--- config.mk ---
export PLATFORM = sky130hd
export DESIGN_NAME = buzzer_arbiter
export DESIGN_NICKNAME = d
export VERILOG_FILES = /design/src/rtl/buzzer_arbiter.sv
export SDC_FILE = /design/constraint.sdc
export NUM_CORES = 1
export LEC_CHECK = 0
export ABC_CLOCK_PERIOD_IN_PS = 5720
export CELL_PAD_IN_SITES_DETAIL_PLACEMENT = 2
export CELL_PAD_IN_SITES_GLOBAL_PLACEMENT = 2
export CORE_MARGIN = 3
export CORE_UTILIZATION = 32
export DETAILED_ROUTE_END_ITERATION = 6
export GPL_TIMING_DRIVEN = 1
export HOLD_SLACK_MARGIN = 0.06
export PLACE_DENSITY = 0.95
export SYNTH_ARGS = -nofsm -noshare
export SYNTH_HDL_FRONTEND = slang
export SYNTH_SLANG_ARGS = --single-unit
--- constraint.sdc ---
create_clock -name clk -period 5.72 [get_ports clk]
set_clock_uncertainty 0.15 [all_clocks]
set_input_delay 0.858 -clock clk [delete_from_list [all_inputs] [get_ports clk]]
set_output_delay 0.858 -clock clk [all_outputs]
set_load 0.03 [all_outputs]
--- src/rtl/buzzer_arbiter.sv ---
// Purpose: fixed-priority owner selection for the shared buzzer frequency path, silence gap on every hand-over.
// Latency: grant/frequency valid GAP_CYCLES+1 cycles after a request from IDLE; frequency tracks owner with 1 cycle.
// Backpressure: none; requests are levels, hand-over happens only at a note boundary or on owner drop.
module buzzer_arbiter #(
  parameter int FREQ_W     = 32,
  parameter int GAP_CYCLES = 1_000_000,
  parameter int MAX_HOLD   = 500_000_000
) (
  input  logic              clk,
  input  logic              reset,
  input  logic [2:0]        req,
  input  logic [FREQ_W-1:0] freq0,
  input  logic [FREQ_W-1:0] freq1,
  input  logic [FREQ_W-1:0] freq2,
  input  logic [2:0]        note_end,
  output logic [2:0]        grant,
  output logic [2:0]        start,
  output logic [FREQ_W-1:0] frequency,
  output logic              busy,
  output logic [7:0]        switch_count
);

  localparam logic [1:0] S_IDLE = 2'd0;
  localparam logic [1:0] S_GAP  = 2'd1;
  localparam logic [1:0] S_OWN  = 2'd2;

  localparam int GAP_W  = (GAP_CYCLES > 1) ? $clog2(GAP_CYCLES) : 1;
  localparam int HOLD_W = $clog2(MAX_HOLD);
  localparam logic [GAP_W-1:0]  GAP_LOAD = GAP_W'(GAP_CYCLES - 1);
  localparam logic [HOLD_W-1:0] HOLD_MAX = HOLD_W'(MAX_HOLD - 1);

  logic [1:0]        state;
  logic [1:0]        pending;
  logic [1:0]        owner;
  logic [GAP_W-1:0]  gap_cnt;
  logic [HOLD_W-1:0] hold_cnt;

  logic              own_req;
  logic              own_end;
  logic              pend_req;
  logic [FREQ_W-1:0] own_freq;
  logic [FREQ_W-1:0] pend_freq;
  logic [2:0]        lower_mask;
  logic [2:0]        preempt_req;
  logic [2:0]        fair_req;

  // Index 0 is the highest-priority source, so the lowest set bit wins.
  function automatic logic [1:0] lowest_idx(input logic [2:0] v);
    if (v[0])      lowest_idx = 2'd0;
    else if (v[1]) lowest_idx = 2'd1;
    else           lowest_idx = 2'd2;
  endfunction

  function automatic logic [2:0] onehot(input logic [1:0] idx);
    onehot = 3'b001 << idx;
  endfunction

  assign busy = (state == S_GAP) || (state == S_OWN);

  // Per-index views of the owner and pending source, plus the masks that decide hand-over targets.
  always_comb begin
    own_req    = 1'b0;
    own_end    = 1'b0;
    own_freq   = '0;
    lower_mask = 3'b000;
    case (owner)
      2'd0: begin own_req = req[0]; own_end = note_end[0]; own_freq = freq0; lower_mask = 3'b000; end
      2'd1: begin own_req = req[1]; own_end = note_end[1]; own_freq = freq1; lower_mask = 3'b001; end
      2'd2: begin own_req = req[2]; own_end = note_end[2]; own_freq = freq2; lower_mask = 3'b011; end
      default: ;
    endcase
    pend_req  = 1'b0;
    pend_freq = '0;
    case (pending)
      2'd0: begin pend_req = req[0]; pend_freq = freq0; end
      2'd1: begin pend_req = req[1]; pend_freq = freq1; end
      2'd2: begin pend_req = req[2]; pend_freq = freq2; end
      default: ;
    endcase
    preempt_req = req & lower_mask;
    fair_req    = req & ~onehot(owner);
  end

  // Arbitration FSM; grant/start/frequency are all registered so the buzzer never sees a combinational glitch.
  always_ff @(posedge clk or negedge reset) begin
    if (!reset) begin
      state        <= S_IDLE;
      pending      <= 2'd0;
      owner        <= 2'd0;
      gap_cnt      <= '0;
      hold_cnt     <= '0;
      grant        <= 3'b000;
      start        <= 3'b000;
      frequency    <= '0;
      switch_count <= 8'd0;
    end else begin
      start <= 3'b000;
      case (state)
        S_IDLE: begin
          grant     <= 3'b000;
          frequency <= '0;
          if (|req) begin
            pending <= lowest_idx(req);
            gap_cnt <= GAP_LOAD;
            state   <= S_GAP;
          end
        end
        S_GAP: begin
          grant     <= 3'b000;
          frequency <= '0;
          if (gap_cnt == '0) begin
            // Pending is frozen for the whole gap; if it gave up meanwhile, start over from IDLE.
            if (pend_req) begin
              state     <= S_OWN;
              owner     <= pending;
              hold_cnt  <= '0;
              grant     <= onehot(pending);
              start     <= onehot(pending);
              frequency <= pend_freq;
              if (switch_count != 8'hFF) switch_count <= switch_count + 8'd1;
            end else begin
              state <= S_IDLE;
            end
          end else begin
            gap_cnt <= gap_cnt - 1'b1;
          end
        end
        S_OWN: begin
          if (!own_req) begin
            // Owner releasing silences at once, even mid-note.
            state     <= S_IDLE;
            grant     <= 3'b000;
            frequency <= '0;
          end else if (own_end && (|preempt_req)) begin
            state     <= S_GAP;
            pending   <= lowest_idx(preempt_req);
            gap_cnt   <= GAP_LOAD;
            grant     <= 3'b000;
            frequency <= '0;
          end else if (own_end && (hold_cnt == HOLD_MAX) && (|fair_req)) begin
            // Long-held owner yields to anyone waiting, regardless of priority.
            state     <= S_GAP;
            pending   <= lowest_idx(fair_req);
            gap_cnt   <= GAP_LOAD;
            grant     <= 3'b000;
            frequency <= '0;
          end else begin
            frequency <= own_freq;
            if (hold_cnt != HOLD_MAX) hold_cnt <= hold_cnt + 1'b1;
          end
        end
        default: begin
          state     <= S_IDLE;
          grant     <= 3'b000;
          frequency <= '0;
        end
      endcase
    end
  end

endmodule

==> flow_metrics.env, run 1 <==
export IMPL_antenna_found_initial=0
export IMPL_hpwl_um=18800
export IMPL_fin_util_pct=43.8
export IMPL_cts_buffers=9
export IMPL_criticalPathCategory="flip-flop to flip-flop"
export IMPL_track_usage_pct=27.0
export IMPL_ant_nets=0
export IMPL_timing_slew_headroom_pct=10.9
export IMPL_yosys_warnings=0
export IMPL_ir_drop_mv=0.127
export IMPL_place_area_um2=8000
export IMPL_p_comb_share_pct=39.2
export IMPL_coreArea_um2=19000
export IMPL_boundaryPins=151
export IMPL_cts_resized=0
export IMPL_cts_root_buf="clkbuf_16"
export IMPL_yosysSeqAreaShare_pct=40.3
export IMPL_p_leak_nw=3.22
export IMPL_die_area_um2=21300
export IMPL_clkPwrFrac_pct=27.8
export IMPL_p_switching_uw=966
export IMPL_start_kind="flip-flop"
export IMPL_rows=50
export IMPL_dp_slack_ns=1.42
export IMPL_overflow=0
export IMPL_pwr_density_cell_nw_per_um2=294
export IMPL_sequentialPowerShare_pct=33.0
export IMPL_post_cts_buffers=0
export IMPL_drc=0
export IMPL_timing_fmax_ghz=0.233
export IMPL_synth_edf_count=0
export IMPL_status="finished clean"
export IMPL_die_w_um=146
export IMPL_dr_pass1_iters=5
export IMPL_clk_latency_ns=0.36
export IMPL_ys_flop_type="dfrtp_1"
export IMPL_ys_ff_latch=101
export IMPL_area_growth_pct=32.6
export IMPL_clockBufferDepth=2
export IMPL_worst_slew_pin_slew_ns=1.34
export IMPL_synthCells=687
export IMPL_wire_per_inst_um=27.1
export IMPL_tns_ns=0
export IMPL_postSynthAreaPerCell_um2=9.12
export IMPL_power_share_switching_pct=39.6
export IMPL_htree_levels=3
export IMPL_initial_core_util_pct=33.0
export IMPL_final_net_count=927
export IMPL_final_area_um2=8310
export IMPL_total_power_mw=2.44
export IMPL_die_h_um=146
export IMPL_synthArstFlopShare_pct=100
export IMPL_p_int_mw=1.47
export IMPL_worstPathRequired_ns=5.85
export IMPL_clkTransAtPathRegs_ns=0.07
export IMPL_final_setup_viol_count=0
export IMPL_drv_slew=0
export IMPL_post_route_min_period_ns=4.28
export IMPL_cp_end_kind="flip-flop"
export IMPL_max_cap_viol_count=0
export IMPL_viasPerCell=6.23
export IMPL_syn_nets=803
export IMPL_hold_path_class="flip-flop to flip-flop"
export IMPL_cts_tree="built"
export IMPL_grt_pass1_vias=7720
export IMPL_place_congestion=0.784
export IMPL_grt_max_degree=63
export IMPL_drt_wl_total_um=29100
export IMPL_grt_pass1_wl_um=45500
export IMPL_drtIter0Drc=442
export IMPL_crit_fanout=40
export IMPL_cts_sinks=101
export IMPL_grt_setup_unrepaired="false"
export IMPL_diodes=0
export IMPL_synthesis_area_um2=6260
export IMPL_holdBufCountCts=0
export IMPL_finalCritPeriodShare_pct=74.9
export IMPL_layout_setup_ws_ns=1.44
export IMPL_synth_cell_types=53
export IMPL_vias=6687
export IMPL_layout_drive_gt1_share_pct=6.89
export IMPL_arrival_ns=4.41
export IMPL_io_buffer_count=150
export IMPL_hold_viol=0
synth_stat cells, drive strengths merged, types with 2 or more instances:
master,count,area (µm²)
nor4,6,58.8
inv,14,52.6
nand2b,9,56.3
o41ai,5,43.8
mux2,6,67.6
nand2,35,131
a21oi,54,297
clkbuf,41,154
a22oi,3,22.5
a41oi,3,26.3
a31o,2,17.5
a22o,4,35.0
nor3,13,65.1
xnor2,7,61.3
nand3,25,125
a311oi,2,17.5
a31oi,16,100
or3,5,31.3
nand4,10,62.6
o31ai,21,158
or4,16,150
nor2b,3,18.8
dfrtp,101,2530
nor2,55,206
and3,7,43.8
nor3b,3,22.5
ha,12,150
mux2i,33,330
o21ai,31,155
a222oi,34,340
o22ai,32,200
buf,11,55.1
nor4b,3,26.3
o21a,8,60.1
and4,2,17.5
a21o,4,30.0
and2,42,263
through the flow:
| stage | std cells | hold WS (ns) |
|---|---|---|
| after floorplan | 687 | 0.293 |
| after global placement | 1060 | 0.337 |
| after detailed placement | 1060 | 0.342 |
| after CTS | 1073 | 0.359 |
| after global routing | 1073 | 0.389 |
| final | 1073 | 0.363 |
cells in the final DEF (no fill, tap or decap), drive strengths merged, types with 3 or more instances in the layout:
| cell | netlist | layout |
|---|---|---|
| nand4 | 10 | 10 |
| or4 | 16 | 16 |
| nand2b | 9 | 9 |
| ha | 12 | 12 |
| a41oi | 3 | 3 |
| a222oi | 34 | 34 |
| nor4 | 6 | 6 |
| o21ai | 31 | 31 |
| nand3 | 25 | 25 |
| nand2 | 35 | 35 |
| xnor2 | 7 | 7 |
| mux2 | 6 | 6 |
| a21o | 4 | 4 |
| clkbuf | 41 | 11 |
| nor2b | 3 | 3 |
| mux2i | 33 | 33 |
| o31ai | 21 | 21 |
| a22o | 4 | 4 |
| or3 | 5 | 5 |
| o41ai | 5 | 5 |
| nor3b | 3 | 3 |
| inv | 14 | 14 |
| and2 | 42 | 42 |
| nor3 | 13 | 13 |
| nor2 | 55 | 55 |
| a22oi | 3 | 3 |
| dfrtp | 101 | 101 |
| buf | 11 | 16 |
| nor4b | 3 | 3 |
| a21oi | 54 | 54 |
| o22ai | 32 | 32 |
| a31oi | 16 | 16 |
| clkdlybuf4s50 | 0 | 149 |
| o21a | 8 | 8 |
| and3 | 7 | 7 |
kinds of logic after synthesis:
logic type | count (synthesis) | synth area share (%)
AO/OA/AOI/OAI | 225 | 24.9
adder cells (fa/ha/maj) | 12 | 2.40
flip-flops | 101 | 40.3
XOR/XNOR | 8 | 1.12
multiplexers | 39 | 6.35
AND/OR/NAND/NOR | 236 | 20.7
buffers and inverters | 66 | 4.17
power by group through the flow:
stage | logic [mW] | clock network [mW] | registers (mW)
after CTS | 0.954 | 0.694 | 0.802
after detailed placement | 0.918 | 0 | 0.813
after global placement | 0.851 | 0 | 0.809
after floorplan | 0.595 | 0 | 0.791
final | 0.957 | 0.679 | 0.805
after global routing | 1.04 | 0.716 | 0.809
flip-flops by register name, summed over array words and instances, names as in the netlist:
| signal | cells |
|---|---|
| owner | 2 |
| start | 3 |
| switch_count | 8 |
| pending | 2 |
| hold_cnt | 29 |
| grant | 3 |
| frequency | 32 |
| state | 2 |
| gap_cnt | 20 |
final cells by class:
type / count / area, µm²
clock buffer: 11 / 243
clock inverter: 2 / 60.1
fill: 2034 / 10600
inverter: 14 / 52.6
multi-input combinational: 520 / 3490
sequential: 101 / 2530
tap: 260 / 325
timing repair buffer: 165 / 1610
per-layer routing:
metal	wire (µm)	global-route usage, %
met5	0	0
met4	1330	12.4
met3	1460	6.26
met2	15200	48.2
met1	11100	30.4
worst max-delay path: stages, from the launching register on:
cell,delay [ns]
dfrtp_1,0.45
inv_1,0.11
ha_1,0.20
buf_4,0.27
a222oi_1,0.75
o31ai_1,0.29
a31o_1,0.33
a211o_1,0.72
or4_1,0.71
a21oi_1,0.21
path summary, 6_finish.rpt:
| kind | from | end | slack [ns] | depth (start not counted) |
|---|---|---|---|---|
| max in group asynchronous | reset | frequency[27] | 3.80 | 2 |
| min in group asynchronous | reset | gap_cnt[9] | 0.45 | 1 |
| min reg2reg | switch_count[5] | switch_count[5] | 0.36 | 1 |
| min | switch_count[5] | switch_count[5] | 0.36 | 1 |
| max reg2reg | owner[0] | hold_cnt[15] | 1.44 | 9 |
| max | owner[0] | hold_cnt[15] | 1.44 | 9 |
(Power assumes the default switching activity.)
==> run 2: changes to the inputs <==
==> config.mk (replaced) <==
export PLATFORM = sky130hd
export DESIGN_NAME = buzzer_arbiter
export DESIGN_NICKNAME = d
export VERILOG_FILES = /design/src/rtl/buzzer_arbiter.sv
export SDC_FILE = /design/constraint.sdc
export NUM_CORES = 1
export LEC_CHECK = 0
export ABC_CLOCK_PERIOD_IN_PS = 4210
export CELL_PAD_IN_SITES_DETAIL_PLACEMENT = 2
export CELL_PAD_IN_SITES_GLOBAL_PLACEMENT = 2
export CORE_MARGIN = 3
export CORE_UTILIZATION = 30
export DETAILED_ROUTE_END_ITERATION = 6
export GPL_TIMING_DRIVEN = 1
export HOLD_SLACK_MARGIN = 0.06
export PLACE_DENSITY = 0.93
export SYNTH_ARGS = -nofsm -noshare
export SYNTH_HDL_FRONTEND = slang
export SYNTH_SLANG_ARGS = --single-unit
==> constraint.sdc (replaced) <==
create_clock -name clk -period 4.21 [get_ports clk]
set_clock_uncertainty 0.15 [all_clocks]
set_input_delay 0.6315 -clock clk [delete_from_list [all_inputs] [get_ports clk]]
set_output_delay 0.6315 -clock clk [all_outputs]
set_load 0.03 [all_outputs]
==> run 2 against run 1 <==
Compared with the run above:
- global-route usage fell by 4.3 points
- via count fell by 2.1%
- worst hold slack got worse by 0.19 ns
- clock power rose by 30%
- register-to-register slack got worse by 0.87 ns
- critical endpoint is now hold_cnt[4]
- sequential share of layout area fell by 0.17 points
- combinational power rose by 37%
- cell count rose by 1.5%
- critical path type unchanged
==> flow_metrics.env, run 2 (synthesized netlist as in run 1, its figures left out) <==
export IMPL_timing_fmax_ghz=0.274
export IMPL_layout_commonest_cell="clkdlybuf4s50_1"
export IMPL_drt_wl_total_um=26100
export IMPL_die_area_um2=22700
export IMPL_criticalPathCategory="flip-flop to flip-flop"
export IMPL_met3_length_um=1280
export IMPL_overflow=0
export IMPL_post_cts_buffers=0
export IMPL_drv_slew=0
export IMPL_pwr_density_cell_nw_per_um2=389
export IMPL_fin_util_pct=41.0
export IMPL_tns_ns=0
export IMPL_p_leak_nw=3.23
export IMPL_rows=52
export IMPL_clockBufferDepth=2
export IMPL_worstPathRequired_ns=4.35
export IMPL_power_share_switching_pct=39.5
export IMPL_place_area_um2=8050
export IMPL_cts_root_buf="clkbuf_16"
export IMPL_diodes=0
export IMPL_critPathTopFamily="compound AO/OA/AOI/OAI gates"
export IMPL_fillers=2199
export IMPL_p_int_mw=1.97
export IMPL_track_usage_pct=22.6
export IMPL_cts_tree="built"
export IMPL_arrival_ns=3.78
export IMPL_hold_viol=0
export IMPL_finalCritPeriodShare_pct=86.6
export IMPL_hpwl_um=18000
export IMPL_status="finished clean"
export IMPL_coreArea_um2=20400
export IMPL_mostFrequentLayoutCells="clkdlybuf4s50_1 (149), dfrtp_1 (100), nor2_1 (55)"
export IMPL_drc=0
export IMPL_dp_cells=1073
export IMPL_cts_resized=0
export IMPL_viasPerCell=6.01
export IMPL_clkTransAtPathRegs_ns=0.07
export IMPL_ir_drop_mv=0.203
export IMPL_p_switching_mw=1.29
export IMPL_post_route_min_period_ns=3.64
export IMPL_layout_drive_gt1_share_pct=7.69
export IMPL_regMostFlops="frequency"
export IMPL_fin_cells=1089
export IMPL_worst_slew_pin_slew_ns=0.881
export IMPL_grt_setup_unrepaired="false"
export IMPL_grt_pass1_vias=7365
export IMPL_final_area_um2=8350
export IMPL_cp_slowest_cell="a222oi_1"
export IMPL_max_cap_viol_count=0
export IMPL_timing_slew_headroom_pct=41.3
export IMPL_holdBufCountCts=0
export IMPL_vias=6544
export IMPL_top_regs="frequency: 32 flops, hold_cnt: 29 flops, gap_cnt: 20 flops"
export IMPL_dr_pass1_iters=6
export IMPL_drtIter0Drc=348
export IMPL_cp_end_kind="flip-flop"
export IMPL_die_w_um=151
export IMPL_ant_nets=0
export IMPL_grt_pass1_wl_um=40700
export IMPL_p_comb_share_pct=40.2
export IMPL_htree_levels=3
export IMPL_crit_fanout=26
export IMPL_hold_path_class="input port to async pin"
export IMPL_place_congestion=0.771
export IMPL_start_kind="flip-flop"
export IMPL_highest_layer="met4"
export IMPL_die_h_um=151
export IMPL_final_setup_viol_count=0
export IMPL_dp_slack_ns=0.272
export IMPL_cts_sinks=101
export IMPL_boundaryPins=151
export IMPL_total_power_mw=3.25
export IMPL_cts_buffers=9
export IMPL_initial_core_util_pct=30.8
export IMPL_sequentialPowerShare_pct=32.6
export IMPL_path_buf_inv=2
export IMPL_clkPwrFrac_pct=27.1
export IMPL_final_net_count=930
export IMPL_wl_met2_um=13700
export IMPL_wire_per_inst_um=23.9
export IMPL_clk_latency_ns=0.36
export IMPL_crit_path_max_incr_delay_ns=0.74
export IMPL_routedLengthMet1_um=10400
export IMPL_grt_max_degree=54
export IMPL_layout_setup_ws_ns=0.565
export IMPL_worstPathCellList="inv_1, ha_1, a222oi_1, o31ai_1, a31o_1, a211o_1, buf_4, or3_1, a21oi_1"
export IMPL_antenna_found_initial=0
export IMPL_largest_reg_flops=32
export IMPL_area_growth_pct=33.3
export IMPL_io_buffer_count=150
export IMPL_hold_slack_ns=0.173
==> run 2: cell types whose count changed in the layout (fill, tap and decap cells not counted) <==
cell / before / now
clkinvlp_4: 0 / 3
buf_12: 0 / 1
bufinv_16: 2 / 1
clkbuf_1: 1 / 0
buf_4: 16 / 18
clkinv_2: 0 / 2
==> run 2: path summary, 6_finish.rpt <==
check	startpoint	to	slack, ns	cells after the start
min in group clk	gap_cnt[19]	gap_cnt[19]	0.35	1
max in group asynchronous	reset	hold_cnt[3]	2.98	2
hold / removal	reset	gap_cnt[5]	0.17	1
setup reg to reg	owner[0]	hold_cnt[4]	0.57	9
setup / recovery	owner[0]	hold_cnt[4]	0.57	9
hold reg to reg	gap_cnt[19]	gap_cnt[19]	0.35	1
==> run 2: cell type report <==
| cell class | instances | area [µm²] | area share, % |
|---|---|---|---|
| timing repair buffer | 168 | 1650 | 19.7 |
| tap | 270 | 338 | 4.04 |
| sequential | 101 | 2530 | 30.3 |
| clock inverter | 6 | 62.6 | 0.749 |
| inverter | 14 | 52.6 | 0.629 |
| clock buffer | 10 | 239 | 2.86 |
| multi-input combinational | 520 | 3490 | 41.7 |
==> run 2: worst register-to-register path, stage by stage (launching register included) <==
cell and delay [ns]:
dfrtp_1 0.41, inv_1 0.08, ha_1 0.23, a222oi_1 0.74, o31ai_1 0.26, a31o_1 0.28
a211o_1 0.60, buf_4 0.33, or3_1 0.35, a21oi_1 0.15
==> run 2: power by group through the flow <==
stage / Combinational, mW / Clock, mW / Sequential (mW)
6_report: 1.31 / 0.882 / 1.06
5_1_grt: 1.42 / 0.928 / 1.07
4_1_cts: 1.31 / 0.894 / 1.06
3_5_place_dp: 1.28 / 0 / 1.08
3_3_place_gp: 1.19 / 0 / 1.07
2_1_floorplan: 0.808 / 0 / 1.07
==> run 2: layer usage <==
layer / vias up / GRT usage, %
met5: - / 0
met1: 3373 / 26.9
li1: 2885 / -
met4: 0 / 7.87
met3: 53 / 4.39
met2: 233 / 40.7
